**config.mk**
```make
export PLATFORM = sky130hd
export DESIGN_NAME = sensor_logger
export DESIGN_NICKNAME = d
export VERILOG_FILES = /design/src/rtl/sensor_logger.sv
export SDC_FILE = /design/constraint.sdc
export NUM_CORES = 1
export LEC_CHECK = 0
export ABC_AREA = 1
export CORE_MARGIN = 2
export CORE_UTILIZATION = 45
export CTS_CLUSTER_SIZE = 10
export DETAILED_ROUTE_END_ITERATION = 6
export GPL_ROUTABILITY_DRIVEN = 0
export PLACE_DENSITY = 0.77
export SLEW_MARGIN = 5
export SYNTH_ARGS = -nofsm -noshare
export SYNTH_HDL_FRONTEND = slang
export SYNTH_SLANG_ARGS = --single-unit
```
**constraint.sdc**
```tcl
create_clock -name clk -period 4.3 [get_ports clk]
set_input_delay 0.86 -clock clk [delete_from_list [all_inputs] [get_ports clk]]
set_output_delay 0.86 -clock clk [all_outputs]
set_load 0.02 [all_outputs]
```
**src/rtl/sensor_logger.sv**
```systemverilog
// Sample logger: valid/ready writes into a 16-entry circular buffer; drains in-order bursts at threshold/flush.
// Drain: RD->CAP->OUT per word (3 cycles at m_ready=1); input stalls (s_ready=0) while draining or full.
module sensor_logger #(
  parameter int DATA_WIDTH = 8,
  parameter int ADDR_WIDTH = 4,
  parameter int THRESHOLD  = 8
) (
  input  logic                  clk,
  input  logic                  rst,
  input  logic                  s_valid,
  input  logic [DATA_WIDTH-1:0] s_data,
  output logic                  s_ready,
  input  logic                  flush,
  output logic                  m_valid,
  output logic [DATA_WIDTH-1:0] m_data,
  output logic                  m_last,
  input  logic                  m_ready,
  output logic [ADDR_WIDTH-1:0] mem_addr,
  output logic [DATA_WIDTH-1:0] mem_wdata,
  output logic                  mem_write,
  output logic                  mem_read,
  input  logic [DATA_WIDTH-1:0] mem_rdata,
  output logic [ADDR_WIDTH:0]   count
);

  localparam int DEPTH = 2 ** ADDR_WIDTH;
  localparam logic [ADDR_WIDTH:0]   THR_C   = (ADDR_WIDTH + 1)'(THRESHOLD);
  localparam logic [ADDR_WIDTH:0]   DEPTH_C = (ADDR_WIDTH + 1)'(DEPTH);
  localparam logic [ADDR_WIDTH:0]   ONE_C   = (ADDR_WIDTH + 1)'(1);
  localparam logic [ADDR_WIDTH-1:0] PINC_C  = ADDR_WIDTH'(1);

  typedef enum logic [1:0] {IDLE, RD, CAP, OUT} state_t;

  state_t                state_q, state_d;
  logic [ADDR_WIDTH-1:0] wr_ptr_q, wr_ptr_d;
  logic [ADDR_WIDTH-1:0] rd_ptr_q, rd_ptr_d;
  logic [ADDR_WIDTH:0]   count_q, count_d;
  logic [ADDR_WIDTH:0]   burst_left_q, burst_left_d;
  logic                  flush_pend_q, flush_pend_d;
  logic [DATA_WIDTH-1:0] m_data_q, m_data_d;

  logic drain_req;
  logic accept;
  logic out_hs;

  always_comb begin
    drain_req = (count_q >= THR_C) | (flush_pend_q & (count_q != '0));
    // Gated by rst so nothing is written while reset is held.
    s_ready   = ~rst & (state_q == IDLE) & ~drain_req & (count_q < DEPTH_C);
    accept    = s_valid & s_ready;
    m_valid   = (state_q == OUT);
    out_hs    = m_valid & m_ready;
    m_last    = m_valid & (burst_left_q == ONE_C);
    m_data    = m_data_q;
    count     = count_q;
    mem_write = accept;
    mem_read  = (state_q == RD);
    mem_addr  = (state_q == RD) ? rd_ptr_q : wr_ptr_q;
    mem_wdata = s_data;
  end

  always_comb begin
    state_d      = state_q;
    wr_ptr_d     = wr_ptr_q;
    rd_ptr_d     = rd_ptr_q;
    count_d      = count_q;
    burst_left_d = burst_left_q;
    flush_pend_d = flush_pend_q;
    m_data_d     = m_data_q;
    case (state_q)
      IDLE: begin
        if (drain_req) begin
          state_d      = RD;
          burst_left_d = count_q;
          flush_pend_d = 1'b0;
        end else if (count_q == '0) begin
          flush_pend_d = 1'b0;
        end
        if (accept) begin
          wr_ptr_d = wr_ptr_q + PINC_C;
          count_d  = count_q + ONE_C;
        end
      end
      RD:  state_d = CAP;
      CAP: begin
        state_d  = OUT;
        m_data_d = mem_rdata;
      end
      OUT: begin
        if (out_hs) begin
          rd_ptr_d     = rd_ptr_q + PINC_C;
          count_d      = count_q - ONE_C;
          burst_left_d = burst_left_q - ONE_C;
          state_d      = (burst_left_q > ONE_C) ? RD : IDLE;
        end
      end
      default: state_d = IDLE;
    endcase
    // A new request always survives; it is retired by a later drain or an empty idle.
    if (flush) flush_pend_d = 1'b1;
  end

  always_ff @(posedge clk or posedge rst) begin
    if (rst) begin
      state_q      <= IDLE;
      wr_ptr_q     <= '0;
      rd_ptr_q     <= '0;
      count_q      <= '0;
      burst_left_q <= '0;
      flush_pend_q <= 1'b0;
      m_data_q     <= '0;
    end else begin
      state_q      <= state_d;
      wr_ptr_q     <= wr_ptr_d;
      rd_ptr_q     <= rd_ptr_d;
      count_q      <= count_d;
      burst_left_q <= burst_left_d;
      flush_pend_q <= flush_pend_d;
      m_data_q     <= m_data_d;
    end
  end

endmodule

```
==> metrics.txt, run 1 <==
# TYPE chip_impl_metric gauge
chip_impl_metric{name="final_cell_area",unit="µm²"} 2092
chip_impl_info{name="holdCritStartpoint",value="rd_ptr_q[3]"} 1
chip_impl_metric{name="fraction_of_final_layout_cells_with_drive_strength_greater_than_1",unit=""} 0.1147
chip_impl_metric{name="clock-skew-final",unit="ps"} 3.008
chip_impl_info{name="timing.critical_path.to_type",value="primary output"} 1
chip_impl_metric{name="worst_slew_margin_relative_to_its_limit",unit=""} 0.6072
chip_impl_metric{name="post-route-drc-count",unit=""} 0
chip_impl_info{name="min_path_type",value="register to register"} 1
chip_impl_metric{name="worst_ir_drop_vdd",unit="µV"} 410.6
chip_impl_metric{name="post-synth-top-area-fraction",unit=""} 0.4328
chip_impl_metric{name="first_pass_iters",unit=""} 4
chip_impl_metric{name="grtUsageTotal",unit=""} 0.1739
chip_impl_info{name="startpoint_type",value="primary input"} 1
chip_impl_info{name="synthMostInstantiatedCell",value="sky130_fd_sc_hd__nand2_1"} 1
chip_impl_info{name="crit_path_cell_trace",value="clkdlybuf4s50_1, inv_1, nand4_2, inv_2, clkdlybuf4s50_1"} 1
chip_impl_metric{name="worst_skew_pair.late_latency",unit="ps"} 280
chip_impl_metric{name="yosysWarnings",unit=""} 0
chip_impl_info{name="outcome",value="finished clean"} 1
chip_impl_metric{name="fp.dieArea",unit="µm²"} 4230
chip_impl_metric{name="crit_path_max_fanout",unit=""} 7
chip_impl_metric{name="dpl_cell_area",unit="µm²"} 2009
chip_impl_metric{name="final_hold_viol_count",unit=""} 0
chip_impl_metric{name="initial_utilization",unit=""} 0.4614
chip_impl_metric{name="cts-resized-gates",unit=""} 0
chip_impl_metric{name="via_count_of_the_first_global_routing_pass",unit=""} 1275
chip_impl_metric{name="cts-buffers-inserted",unit=""} 5
chip_impl_metric{name="total_power",unit="W"} 0.001777
chip_impl_metric{name="h_tree_lvls",unit=""} 2
chip_impl_metric{name="minimum_clock_period_after_layout",unit="ps"} 3174
chip_impl_info{name="worst_r2r_startpoint",value="state_q[0]"} 1
chip_impl_metric{name="sum_neg_setup_slack",unit="ps"} 0
chip_impl_info{name="clock_tree_from_tritoncts",value="built"} 1
chip_impl_metric{name="avgRoutedWirePerCell",unit="µm"} 11.97
chip_impl_metric{name="asyncSetResetFlopFracSynth",unit=""} 1.000
chip_impl_metric{name="clk_pin_slew",unit="ps"} 60
chip_impl_metric{name="fin_nets",unit=""} 251
chip_impl_metric{name="power.leakage",unit="nW"} 0.9941
chip_impl_metric{name="core",unit="µm²"} 3633
chip_impl_info{name="yosys_most_used_dff",value="sky130_fd_sc_hd__dfrtp_1"} 1
chip_impl_metric{name="synthesis.instances",unit=""} 185
chip_impl_metric{name="cts.hold.buffers_added",unit=""} 0
chip_impl_metric{name="route.final.wire_length",unit="µm"} 3184
chip_impl_metric{name="hpwlAfterDp",unit="µm"} 2323
chip_impl_metric{name="detail-route-antenna-nets",unit=""} 0
chip_impl_metric{name="first_pass_grt_wire_length",unit="µm"} 5547
chip_impl_metric{name="row_cnt",unit=""} 22
chip_impl_metric{name="synth.ff_latch_count",unit=""} 29
chip_impl_metric{name="ioPinCount",unit=""} 51
chip_impl_metric{name="netlist_area",unit="µm²"} 1677
chip_impl_info{name="worstHoldEndpoint",value="rd_ptr_q[3]"} 1
chip_impl_metric{name="floorplan.die.height",unit="µm"} 65.04
chip_impl_info{name="rsz0062_at_grt",value="no"} 1
chip_impl_info{name="synth.largest_area_cell",value="sky130_fd_sc_hd__dfrtp_1"} 1
chip_impl_metric{name="setup_viol_count_final",unit=""} 0
chip_impl_metric{name="worstRegToRegCells",unit=""} 7
chip_impl_metric{name="synth_cell_type_count",unit=""} 24
chip_impl_metric{name="timing.max_cap.violations",unit=""} 0
chip_impl_info{name="critPathKind",value="primary input to primary output"} 1
chip_impl_info{name="cts_root_buf",value="sky130_fd_sc_hd__clkbuf_8"} 1
chip_impl_metric{name="grt.overflow.total",unit=""} 0
chip_impl_metric{name="floorplan.die.width",unit="µm"} 65.04
chip_impl_metric{name="min_period_over_period",unit=""} 0.7380
chip_impl_metric{name="crit_path_max_incr_delay",unit="ps"} 610
chip_impl_metric{name="synth_area_per_cell",unit="µm²"} 9.063
chip_impl_metric{name="grt_antenna_before_repair",unit=""} 0
chip_impl_metric{name="power_density",unit="nW/µm²"} 849.5
chip_impl_metric{name="area_growth_syn_to_layout",unit="%"} 24.78
chip_impl_metric{name="clock-sinks",unit=""} 29
chip_impl_metric{name="synthesis.nets",unit=""} 219
chip_impl_metric{name="num-fill-cells",unit=""} 337
chip_impl_info{name="cp_common_cell",value="sky130_fd_sc_hd__clkdlybuf4s50_1"} 1
chip_impl_metric{name="post_drt_via_cell_ratio",unit=""} 4.868
chip_impl_info{name="synth_area_leaders",value="sky130_fd_sc_hd__dfrtp_1 43%, sky130_fd_sc_hd__nand2_1 9.6%, sky130_fd_sc_hd__ha_1 9.0%"} 1
chip_impl_metric{name="io_buffer_count",unit=""} 34
chip_impl_metric{name="fmax",unit="MHz"} 315.1
chip_impl_metric{name="rrSetupSlack",unit="ps"} 2280
chip_impl_metric{name="num_vias",unit=""} 1295
chip_impl_metric{name="antenna_cells_inserted",unit=""} 0
chip_impl_info{name="timing.critical_path.slowest_stage_cell",value="sky130_fd_sc_hd__clkdlybuf4s50_1"} 1
chip_impl_metric{name="report.final.slew_viol_count",unit=""} 0
chip_impl_metric{name="min_delay_path_depth",unit=""} 1
chip_impl_metric{name="pin_count_of_the_biggest_net_entering_global_routing",unit=""} 30
chip_impl_info{name="synth.top_cells.by_count",value="43 x sky130_fd_sc_hd__nand2_1, 29 x sky130_fd_sc_hd__dfrtp_1, 15 x sky130_fd_sc_hd__nand3_1"} 1
chip_impl_metric{name="clock_path_buffers",unit=""} 2
chip_impl_metric{name="crit_arrival",unit="ps"} 2310
chip_impl_metric{name="critPathRequiredTime",unit="ps"} 3440
chip_impl_metric{name="max_slew.worst_pin.slew",unit="ps"} 589.2
chip_impl_metric{name="post-cts-setup-buffer-count",unit=""} 0
chip_impl_metric{name="synth_seq_area_share",unit=""} 0.4328
chip_impl_info{name="endpoint_of_the_lowest_slack_register_to_register_path",value="count[3]"} 1
chip_impl_metric{name="detailedRoute.firstIterationViolations",unit=""} 75
chip_impl_metric{name="synth-edff-count",unit=""} 0
[area by class of cell]
type / instances / area [µm²] / share of cell area
Tap cell: 48 / 60.06 / 0.02871
Clock inverter: 2 / 10.01 / 0.004785
Sequential cell: 29 / 725.7 / 0.3469
Timing Repair Buffer: 35 / 347.8 / 0.1663
Clock buffer: 6 / 72.57 / 0.03469
Inverter: 17 / 63.81 / 0.03050
Multi-Input combinational cell: 129 / 812.0 / 0.3882
[critical path, delay by kind of cell]
family | cells | cell delay (ps)
buf+inv | 4 | 1280
simple gates | 1 | 170
[flip-flops by register name, indices dropped and copies added (netlist names)]
name and flops:
rd_ptr_q 4, flush_pend_q 1, count 5, wr_ptr_q 4, burst_left_q 5, state_q 2, m_data 8
[worst max-delay path by stage]
stage           endpoint       start  cells after the start  slack [ps]
2_1_floorplan  mem_write         rst                      3        1490
3_3_place_gp   mem_write         rst                      5        1150
3_5_place_dp   mem_write         rst                      5        1130
4_1_cts        mem_write         rst                      5        1120
5_1_grt        mem_write  state_q[1]                      7        1010
6_report       mem_write         rst                      5        1130
[through the flow]
stage	hold slack (ps)	setup slack (ps)	utilization	cells
final	466.5	1126	0.5758	266
after global routing	515.6	1011	0.5758	266
after CTS	473.0	1123	0.5758	266
after detailed placement	460.2	1130	0.5530	258
after global placement	458.1	1152	0.5530	258
after floorplan	442.0	1490	-	185
[kinds of logic (layout without fill, tap and decap cells)]
logic type	count (synthesis)	after routing	synth area share
flip-flops	29	29	0.4328
multiplexers	9	9	0.06045
adder cells (fa/ha/maj)	13	13	0.1015
AND/OR/NAND/NOR	76	76	0.2037
buffers and inverters	27	60	0.08283
AO/OA/AOI/OAI	22	22	0.07164
XOR/XNOR	9	9	0.04701
[placed cells by master, fill, tap and decap left out, types with 5 or more instances in the layout]
cell type | netlist | final
sky130_fd_sc_hd__nand2_1 | 43 | 43
sky130_fd_sc_hd__clkdlybuf4s50_1 | 0 | 34
sky130_fd_sc_hd__dfrtp_1 | 29 | 29
sky130_fd_sc_hd__nand3_1 | 15 | 15
sky130_fd_sc_hd__inv_1 | 14 | 14
sky130_fd_sc_hd__o21ai_0 | 14 | 14
sky130_fd_sc_hd__ha_1 | 12 | 12
sky130_fd_sc_hd__nor2_1 | 11 | 11
sky130_fd_sc_hd__mux2_2 | 9 | 9
sky130_fd_sc_hd__xor2_1 | 5 | 5
sky130_fd_sc_hd__clkbuf_8 | 0 | 5
[report_power, final]
group	switching [W]	leakage [nW]	total, W	internal [W]
logic	0.000562	0.607	0.00103	0.000468
clock network	0.000107	0.0450	0.000219	0.000112
registers	0.000116	0.342	0.000528	0.000412
[routing by layer]
metal | vias to the layer above | share of wire | wire (µm) | track usage
met5 | - | 0 | 0 | 0
met4 | 0 | 0.014 | 44 | 0.05990
met3 | 5 | 0.052 | 164 | 0.06424
met2 | 31 | 0.46 | 1453 | 0.2719
met1 | 600 | 0.48 | 1521 | 0.2220
li1 | 659 | - | - | -
No activity file was read; power rests on OpenSTA's default activity.
==> run 2, diff against run 1 <==
==> constraint.sdc (replaced) <==
create_clock -name clk -period 3.02 [get_ports clk]
set_input_delay 0.604 -clock clk [delete_from_list [all_inputs] [get_ports clk]]
set_output_delay 0.604 -clock clk [all_outputs]
set_load 0.02 [all_outputs]
==> run 2 against run 1 <==
Clock skew up 0.89 ps. Die area unchanged. Global-route usage fell by 0.20 points. Power up 50%. Wire length increased by 3.7%. Via count increased by 1.4%. Critical path type is now register to primary output. Critical endpoint unchanged. Largest cell class unchanged.
==> metrics.txt, run 2 (synthesis gave the netlist of run 1 again) <==
# TYPE chip_impl_metric gauge
chip_impl_info{name="outcome",value="finished clean"} 1
chip_impl_metric{name="num_vias",unit=""} 1313
chip_impl_metric{name="grtUsageTotal",unit=""} 0.1719
chip_impl_metric{name="detailedRoute.firstIterationViolations",unit=""} 51
chip_impl_metric{name="power_switching_share",unit=""} 0.4249
chip_impl_metric{name="worstRegToRegCells",unit=""} 8
chip_impl_metric{name="post_drt_via_cell_ratio",unit=""} 4.918
chip_impl_info{name="critPathKind",value="register to primary output"} 1
chip_impl_metric{name="clock-skew-final",unit="ps"} 3.894
chip_impl_metric{name="timing.max_cap.violations",unit=""} 0
chip_impl_info{name="cts_root_buf",value="sky130_fd_sc_hd__clkbuf_8"} 1
chip_impl_info{name="timing.critical_path.slowest_stage_cell",value="sky130_fd_sc_hd__clkdlybuf4s50_1"} 1
chip_impl_metric{name="power_report.internal_total",unit="W"} 0.001531
chip_impl_metric{name="hpwlAfterDp",unit="µm"} 2386
chip_impl_metric{name="pwr-share-comb",unit=""} 0.560
chip_impl_metric{name="dpl_cell_area",unit="µm²"} 2017
chip_impl_metric{name="final_cell_area",unit="µm²"} 2133
chip_impl_metric{name="worst_slew_margin_relative_to_its_limit",unit=""} 0.7477
chip_impl_metric{name="clock-sinks",unit=""} 29
chip_impl_metric{name="floorplan.die.width",unit="µm"} 65.04
chip_impl_metric{name="fp.dieArea",unit="µm²"} 4230
chip_impl_metric{name="core",unit="µm²"} 3633
chip_impl_info{name="timing.critical_path.to_type",value="primary output"} 1
chip_impl_metric{name="setup_viol_count_final",unit=""} 0
chip_impl_metric{name="min_delay_path_depth",unit=""} 1
chip_impl_metric{name="initial_utilization",unit=""} 0.4614
chip_impl_info{name="endpoint_of_the_lowest_slack_register_to_register_path",value="count[3]"} 1
chip_impl_info{name="layout.cells.most_common",value="sky130_fd_sc_hd__nand2_1"} 1
chip_impl_metric{name="fmax",unit="MHz"} 354.4
chip_impl_metric{name="pin_count_of_the_biggest_net_entering_global_routing",unit=""} 30
chip_impl_metric{name="route.final.wire_length",unit="µm"} 3302
chip_impl_metric{name="placement.setup.worst_slack",unit="ps"} 343.6
chip_impl_metric{name="clk_pin_slew",unit="ps"} 60
chip_impl_metric{name="sum_neg_setup_slack",unit="ps"} 0
chip_impl_metric{name="worst_ir_drop_vdd",unit="µV"} 560.3
chip_impl_metric{name="avgRoutedWirePerCell",unit="µm"} 12.37
chip_impl_metric{name="numPlacedInstances",unit=""} 259
chip_impl_metric{name="total_power",unit="W"} 0.002662
chip_impl_info{name="worstHoldEndpoint",value="rd_ptr_q[3]"} 1
chip_impl_metric{name="final_hold_viol_count",unit=""} 0
chip_impl_metric{name="post-cts-setup-buffer-count",unit=""} 0
chip_impl_metric{name="grt_antenna_before_repair",unit=""} 0
chip_impl_info{name="startpoint_type",value="register"} 1
chip_impl_info{name="mostFrequentLayoutCells",value="43 x sky130_fd_sc_hd__nand2_1, 34 x sky130_fd_sc_hd__clkdlybuf4s50_1, 29 x sky130_fd_sc_hd__dfrtp_1"} 1
chip_impl_metric{name="fraction_of_final_layout_cells_with_drive_strength_greater_than_1",unit=""} 0.1187
chip_impl_metric{name="postLayoutSetupSlackWorst",unit="ps"} 198.4
chip_impl_metric{name="crit_path_max_fanout",unit=""} 7
chip_impl_metric{name="rrSetupSlack",unit="ps"} 1100
chip_impl_metric{name="antenna_cells_inserted",unit=""} 0
chip_impl_metric{name="via_count_of_the_first_global_routing_pass",unit=""} 1290
chip_impl_metric{name="crit_path_max_incr_delay",unit="ps"} 610
chip_impl_info{name="rsz0062_at_grt",value="no"} 1
chip_impl_info{name="min_path_type",value="register to register"} 1
chip_impl_metric{name="fin_nets",unit=""} 252
chip_impl_metric{name="first_pass_iters",unit=""} 4
chip_impl_info{name="crit_path_cell_trace",value="inv_1, ha_1, nand2_1, nor2_1, nand4_2, inv_2, clkdlybuf4s50_1"} 1
chip_impl_metric{name="first_pass_grt_wire_length",unit="µm"} 5513
chip_impl_metric{name="power.leakage",unit="nW"} 1.013
chip_impl_metric{name="cts-resized-gates",unit=""} 0
chip_impl_metric{name="cts-buffers-inserted",unit=""} 5
chip_impl_metric{name="min_period_over_period",unit=""} 0.9343
chip_impl_metric{name="clkPwrFrac",unit=""} 0.155
chip_impl_metric{name="h_tree_lvls",unit=""} 2
chip_impl_info{name="worst_r2r_startpoint",value="state_q[0]"} 1
chip_impl_metric{name="critPathRequiredTime",unit="ps"} 2420
chip_impl_metric{name="io_buffer_count",unit=""} 34
chip_impl_metric{name="row_cnt",unit=""} 22
chip_impl_metric{name="flip_flop_count_of_the_largest_register_after_layout",unit=""} 8
chip_impl_metric{name="worst_skew_pair.late_latency",unit="ps"} 280
chip_impl_metric{name="max_slew.worst_pin.slew",unit="ps"} 378.4
chip_impl_metric{name="crit_arrival",unit="ps"} 2220
chip_impl_metric{name="detail-route-antenna-nets",unit=""} 0
chip_impl_metric{name="floorplan.die.height",unit="µm"} 65.04
chip_impl_info{name="holdCritStartpoint",value="rd_ptr_q[3]"} 1
chip_impl_metric{name="area_growth_syn_to_layout",unit="%"} 27.24
chip_impl_metric{name="report.final.slew_viol_count",unit=""} 0
chip_impl_metric{name="power_density",unit="nW/µm²"} 1248
chip_impl_metric{name="grt.overflow.total",unit=""} 0
chip_impl_metric{name="cts.hold.buffers_added",unit=""} 0
chip_impl_metric{name="clock_path_buffers",unit=""} 2
chip_impl_metric{name="final_instance_count_excl_fillers",unit=""} 267
chip_impl_metric{name="ioPinCount",unit=""} 51
chip_impl_metric{name="post-route-drc-count",unit=""} 0
chip_impl_metric{name="power_frac_seq",unit=""} 0.285
chip_impl_info{name="clock_tree_from_tritoncts",value="built"} 1
chip_impl_metric{name="switching_power",unit="W"} 0.001131
chip_impl_metric{name="minimum_clock_period_after_layout",unit="ps"} 2822
-- run 2: worst max-delay path by stage --
stage	endpoint	from	slack (ps)
floorplan	mem_write	rst	720
global placement	mem_write	rst	370
detailed placement	mem_write	rst	340
CTS	mem_write	state_q[1]	180
global route	mem_write	state_q[1]	30
finish	mem_write	state_q[1]	200
-- run 2: routing by layer --
| layer | GRT usage | vias to the layer above | wire length, µm | part of all wire |
|---|---|---|---|---|
| li1 | - | 657 | - | - |
| met1 | 0.2141 | 612 | 1498 | 0.45 |
| met2 | 0.2822 | 38 | 1616 | 0.49 |
| met3 | 0.04514 | 6 | 153 | 0.046 |
| met4 | 0.07292 | 0 | 34 | 0.010 |
| met5 | 0 | - | 0 | 0 |
-- run 2: worst max-delay path: cells and delay by family (launching register included) --
| family | cells | cell delay (ps) |
|---|---|---|
| adder cells (fa/ha/maj) | 1 | 240 |
| flip-flops | 1 | 390 |
| buffers and inverters | 3 | 900 |
| AND/OR/NAND/NOR | 3 | 400 |
-- run 2: per-stage QoR --
stage / util / hold slack [ps]
2_1_floorplan: - / 442.0
3_3_place_gp: 0.5551 / 457.8
3_5_place_dp: 0.5551 / 466.6
4_1_cts: 0.5871 / 475.3
5_1_grt: 0.5871 / 515.8
6_report: 0.5871 / 471.9
-- run 2: power groups by stage --
stage	Sequential [W]	Combinational, W	Clock, W
2_1_floorplan	0.000833	0.000936	0
3_3_place_gp	0.000754	0.00146	0
3_5_place_dp	0.000764	0.00148	0
4_1_cts	0.000759	0.00150	0.000424
5_1_grt	0.000791	0.00165	0.000440
6_report	0.000758	0.00149	0.000413
-- run 2: area by class of cell --
class                      instances  area, µm²
clock inverter                     1      30.03
clock buffer                       7      86.33
timing repair buffer              36      355.3
fill                             339       1500
sequential                        29      725.7
multi-input combinational        129      812.0
tap                               48      60.06
inverter                          17      63.81
==> run 3, diff against run 2 <==
--- a/config.mk
+++ b/config.mk
@@ -12,6 +12,7 @@
 export DETAILED_ROUTE_END_ITERATION = 6
 export GPL_ROUTABILITY_DRIVEN = 0
 export PLACE_DENSITY = 0.77
+export SETUP_SLACK_MARGIN = 0.15
 export SLEW_MARGIN = 5
 export SYNTH_ARGS = -nofsm -noshare
 export SYNTH_HDL_FRONTEND = slang
==> run 3 against run 2 <==
Power about the same. Die area is the same. Register-to-register slack about the same. Hold slack about the same. Count of clock-buffer cells in the layout is the same. Clock power is essentially flat. Wire length is 0.36% higher. Critical endpoint is now mem_addr[0]. Largest power group unchanged.
==> metrics.txt, run 3 (synthesis gave the netlist of run 1 again) <==
# TYPE chip_impl_metric gauge
chip_impl_metric{name="route.final.wire_length",unit="µm"} 3314
chip_impl_metric{name="clkPwrFrac",unit=""} 0.155
chip_impl_metric{name="post_drt_via_cell_ratio",unit=""} 4.918
chip_impl_metric{name="fraction_of_final_layout_cells_with_drive_strength_greater_than_1",unit=""} 0.1187
chip_impl_metric{name="power.leakage",unit="nW"} 1.050
chip_impl_info{name="min_path_type",value="register to register"} 1
chip_impl_metric{name="power_report.internal_total",unit="W"} 0.001530
chip_impl_metric{name="cts-buffers-inserted",unit=""} 5
chip_impl_metric{name="max_slew.worst_pin.slew",unit="ps"} 378.8
chip_impl_metric{name="floorplan.die.width",unit="µm"} 65.04
chip_impl_metric{name="final_hold_viol_count",unit=""} 0
chip_impl_metric{name="initial_utilization",unit=""} 0.4614
chip_impl_metric{name="num_vias",unit=""} 1313
chip_impl_metric{name="clk_pin_slew",unit="ps"} 60
chip_impl_metric{name="worstRegToRegCells",unit=""} 8
chip_impl_info{name="crit_end",value="mem_addr[0]"} 1
chip_impl_metric{name="setup_viol_count_final",unit=""} 0
chip_impl_metric{name="clock-skew-final",unit="ps"} 3.909
chip_impl_info{name="outcome",value="finished clean"} 1
chip_impl_metric{name="num-fill-cells",unit=""} 338
chip_impl_info{name="critPathKind",value="register to primary output"} 1
chip_impl_metric{name="pin_count_of_the_biggest_net_entering_global_routing",unit=""} 30
chip_impl_metric{name="cts.hold.buffers_added",unit=""} 0
chip_impl_info{name="timing.critical_path.to_type",value="primary output"} 1
chip_impl_metric{name="post-route-drc-count",unit=""} 0
chip_impl_info{name="clock_tree_from_tritoncts",value="built"} 1
chip_impl_metric{name="grt.overflow.total",unit=""} 0
chip_impl_metric{name="grtUsageTotal",unit=""} 0.1719
chip_impl_info{name="timing.critical_path.slowest_stage_cell",value="sky130_fd_sc_hd__clkdlybuf4s50_1"} 1
chip_impl_metric{name="crit_path_max_incr_delay",unit="ps"} 630
chip_impl_metric{name="power_frac_seq",unit=""} 0.285
chip_impl_metric{name="minimum_clock_period_after_layout",unit="ps"} 2553
chip_impl_metric{name="report.final.slew_viol_count",unit=""} 0
chip_impl_metric{name="rrSetupSlack",unit="ps"} 1100
chip_impl_metric{name="detail-route-antenna-nets",unit=""} 0
chip_impl_metric{name="core",unit="µm²"} 3633
chip_impl_metric{name="io_buffer_count",unit=""} 34
chip_impl_metric{name="worst_slew_margin_relative_to_its_limit",unit=""} 0.7475
chip_impl_metric{name="floorplan.die.height",unit="µm"} 65.04
chip_impl_info{name="mostFrequentLayoutCells",value="43 x sky130_fd_sc_hd__nand2_1, 32 x sky130_fd_sc_hd__clkdlybuf4s50_1, 29 x sky130_fd_sc_hd__dfrtp_1"} 1
chip_impl_metric{name="timing.max_cap.violations",unit=""} 0
chip_impl_info{name="crit_path_cell_trace",value="inv_1, ha_1, nand2_1, o21ai_0, clkdlybuf4s50_1"} 1
chip_impl_metric{name="flip_flop_and_latch_area",unit="µm²"} 725.7
chip_impl_info{name="cts_root_buf",value="sky130_fd_sc_hd__clkbuf_8"} 1
chip_impl_metric{name="flip_flop_count_of_the_largest_register_after_layout",unit=""} 8
chip_impl_metric{name="worst_skew_pair.late_latency",unit="ps"} 280
chip_impl_metric{name="worst_ir_drop_vdd",unit="µV"} 560.3
chip_impl_metric{name="power_switching_share",unit=""} 0.4249
chip_impl_metric{name="switching_power",unit="W"} 0.001131
chip_impl_metric{name="ioPinCount",unit=""} 51
chip_impl_metric{name="power_density",unit="nW/µm²"} 1244
chip_impl_metric{name="antenna_cells_inserted",unit=""} 0
chip_impl_metric{name="crit_path_max_fanout",unit=""} 9
chip_impl_metric{name="detailedRoute.firstIterationViolations",unit=""} 57
chip_impl_metric{name="clock-sinks",unit=""} 29
chip_impl_metric{name="crit_arrival",unit="ps"} 1950
chip_impl_metric{name="avgRoutedWirePerCell",unit="µm"} 12.41
chip_impl_metric{name="hpwlAfterDp",unit="µm"} 2386
chip_impl_metric{name="fp.dieArea",unit="µm²"} 4230
chip_impl_metric{name="sum_neg_setup_slack",unit="ps"} 0
chip_impl_metric{name="h_tree_lvls",unit=""} 2
chip_impl_metric{name="multi_input_combinational_cell_area",unit="µm²"} 812.0
chip_impl_metric{name="via_count_of_the_first_global_routing_pass",unit=""} 1290
chip_impl_metric{name="total_power",unit="W"} 0.002661
chip_impl_info{name="endpoint_of_the_lowest_slack_register_to_register_path",value="count[3]"} 1
chip_impl_metric{name="grt_antenna_before_repair",unit=""} 0
chip_impl_info{name="rsz0062_at_grt",value="no"} 1
chip_impl_info{name="crit_path_start",value="state_q[1]"} 1
chip_impl_metric{name="pwr-share-comb",unit=""} 0.560
chip_impl_metric{name="clock_path_buffers",unit=""} 2
chip_impl_metric{name="fmax",unit="MHz"} 391.7
chip_impl_info{name="layout.cells.most_common",value="sky130_fd_sc_hd__nand2_1"} 1
chip_impl_info{name="worst_r2r_startpoint",value="state_q[0]"} 1
chip_impl_metric{name="area_growth_syn_to_layout",unit="%"} 27.54
chip_impl_info{name="startpoint_type",value="register"} 1
chip_impl_metric{name="critPathRequiredTime",unit="ps"} 2420
chip_impl_metric{name="row_cnt",unit=""} 22
chip_impl_metric{name="fin_nets",unit=""} 252
chip_impl_metric{name="first_pass_iters",unit=""} 4
chip_impl_metric{name="first_pass_grt_wire_length",unit="µm"} 5513
chip_impl_metric{name="min_period_over_period",unit=""} 0.8454
## run 3: cell count changes in the layout (fill, tap and decap cells not counted), sizes merged
cell | previous run | this run
clkdlybuf4s50 | 34 | 32
dlymetal6s2s | 0 | 2
## run 3: per-stage QoR
step	std cells	util	hold slack (ps)	setup WS, ps	cell area [µm²]
2_1_floorplan	185	-	442.0	722.0	1677
3_5_place_dp	259	0.5551	466.6	343.6	2017
6_report	267	0.5885	472.0	466.9	2138
4_1_cts	267	0.5871	475.3	180.4	2133
5_1_grt	267	0.5885	515.8	296.8	2138
3_3_place_gp	259	0.5551	457.8	365.2	2017
## run 3: power groups by stage
stage	Combinational, W	Sequential, W	Clock [W]
6_report	0.00149	0.000758	0.000413
5_1_grt	0.00165	0.000791	0.000440
4_1_cts	0.00150	0.000759	0.000424
3_5_place_dp	0.00148	0.000764	0
3_3_place_gp	0.00146	0.000754	0
2_1_floorplan	0.000936	0.000833	0
## run 3: cell type report
type	instances	share of cell area
multi-input combinational	129	0.3798
tap	48	0.02809
inverter	17	0.02984
clock buffer	7	0.04037
clock inverter	1	0.01404
timing repair buffer	36	0.1685
sequential	29	0.3394
## run 3: worst max-delay path: cells and delay by family (launching register included)
family	cells	cell delay, ps
fa+ha+maj	1	340
buf+inv	2	770
simple gates	1	80
compound gates	1	90
flops	1	390
## run 3: worst min path at each step
stage,from,endpoint,depth (start not counted)
after CTS,rd_ptr_q[3],rd_ptr_q[3],1
final,rd_ptr_q[3],rd_ptr_q[3],1
after global routing,rd_ptr_q[3],rd_ptr_q[3],1
after floorplan,rd_ptr_q[3],rd_ptr_q[3],1
after detailed placement,rd_ptr_q[3],rd_ptr_q[3],1
after global placement,rd_ptr_q[3],rd_ptr_q[3],1
## run 3: what timing repair did
action	CTS	global route
setup buffers	0	0
endpoints found under the setup margin	0	2
resized for setup	0	2
## run 3: layer usage
layer,global-route usage,share of wire,wire length (µm)
met1,0.2141,0.45,1501
met3,0.04514,0.044,146
met2,0.2822,0.49,1632
met5,0,0,0
met4,0.07292,0.010,34
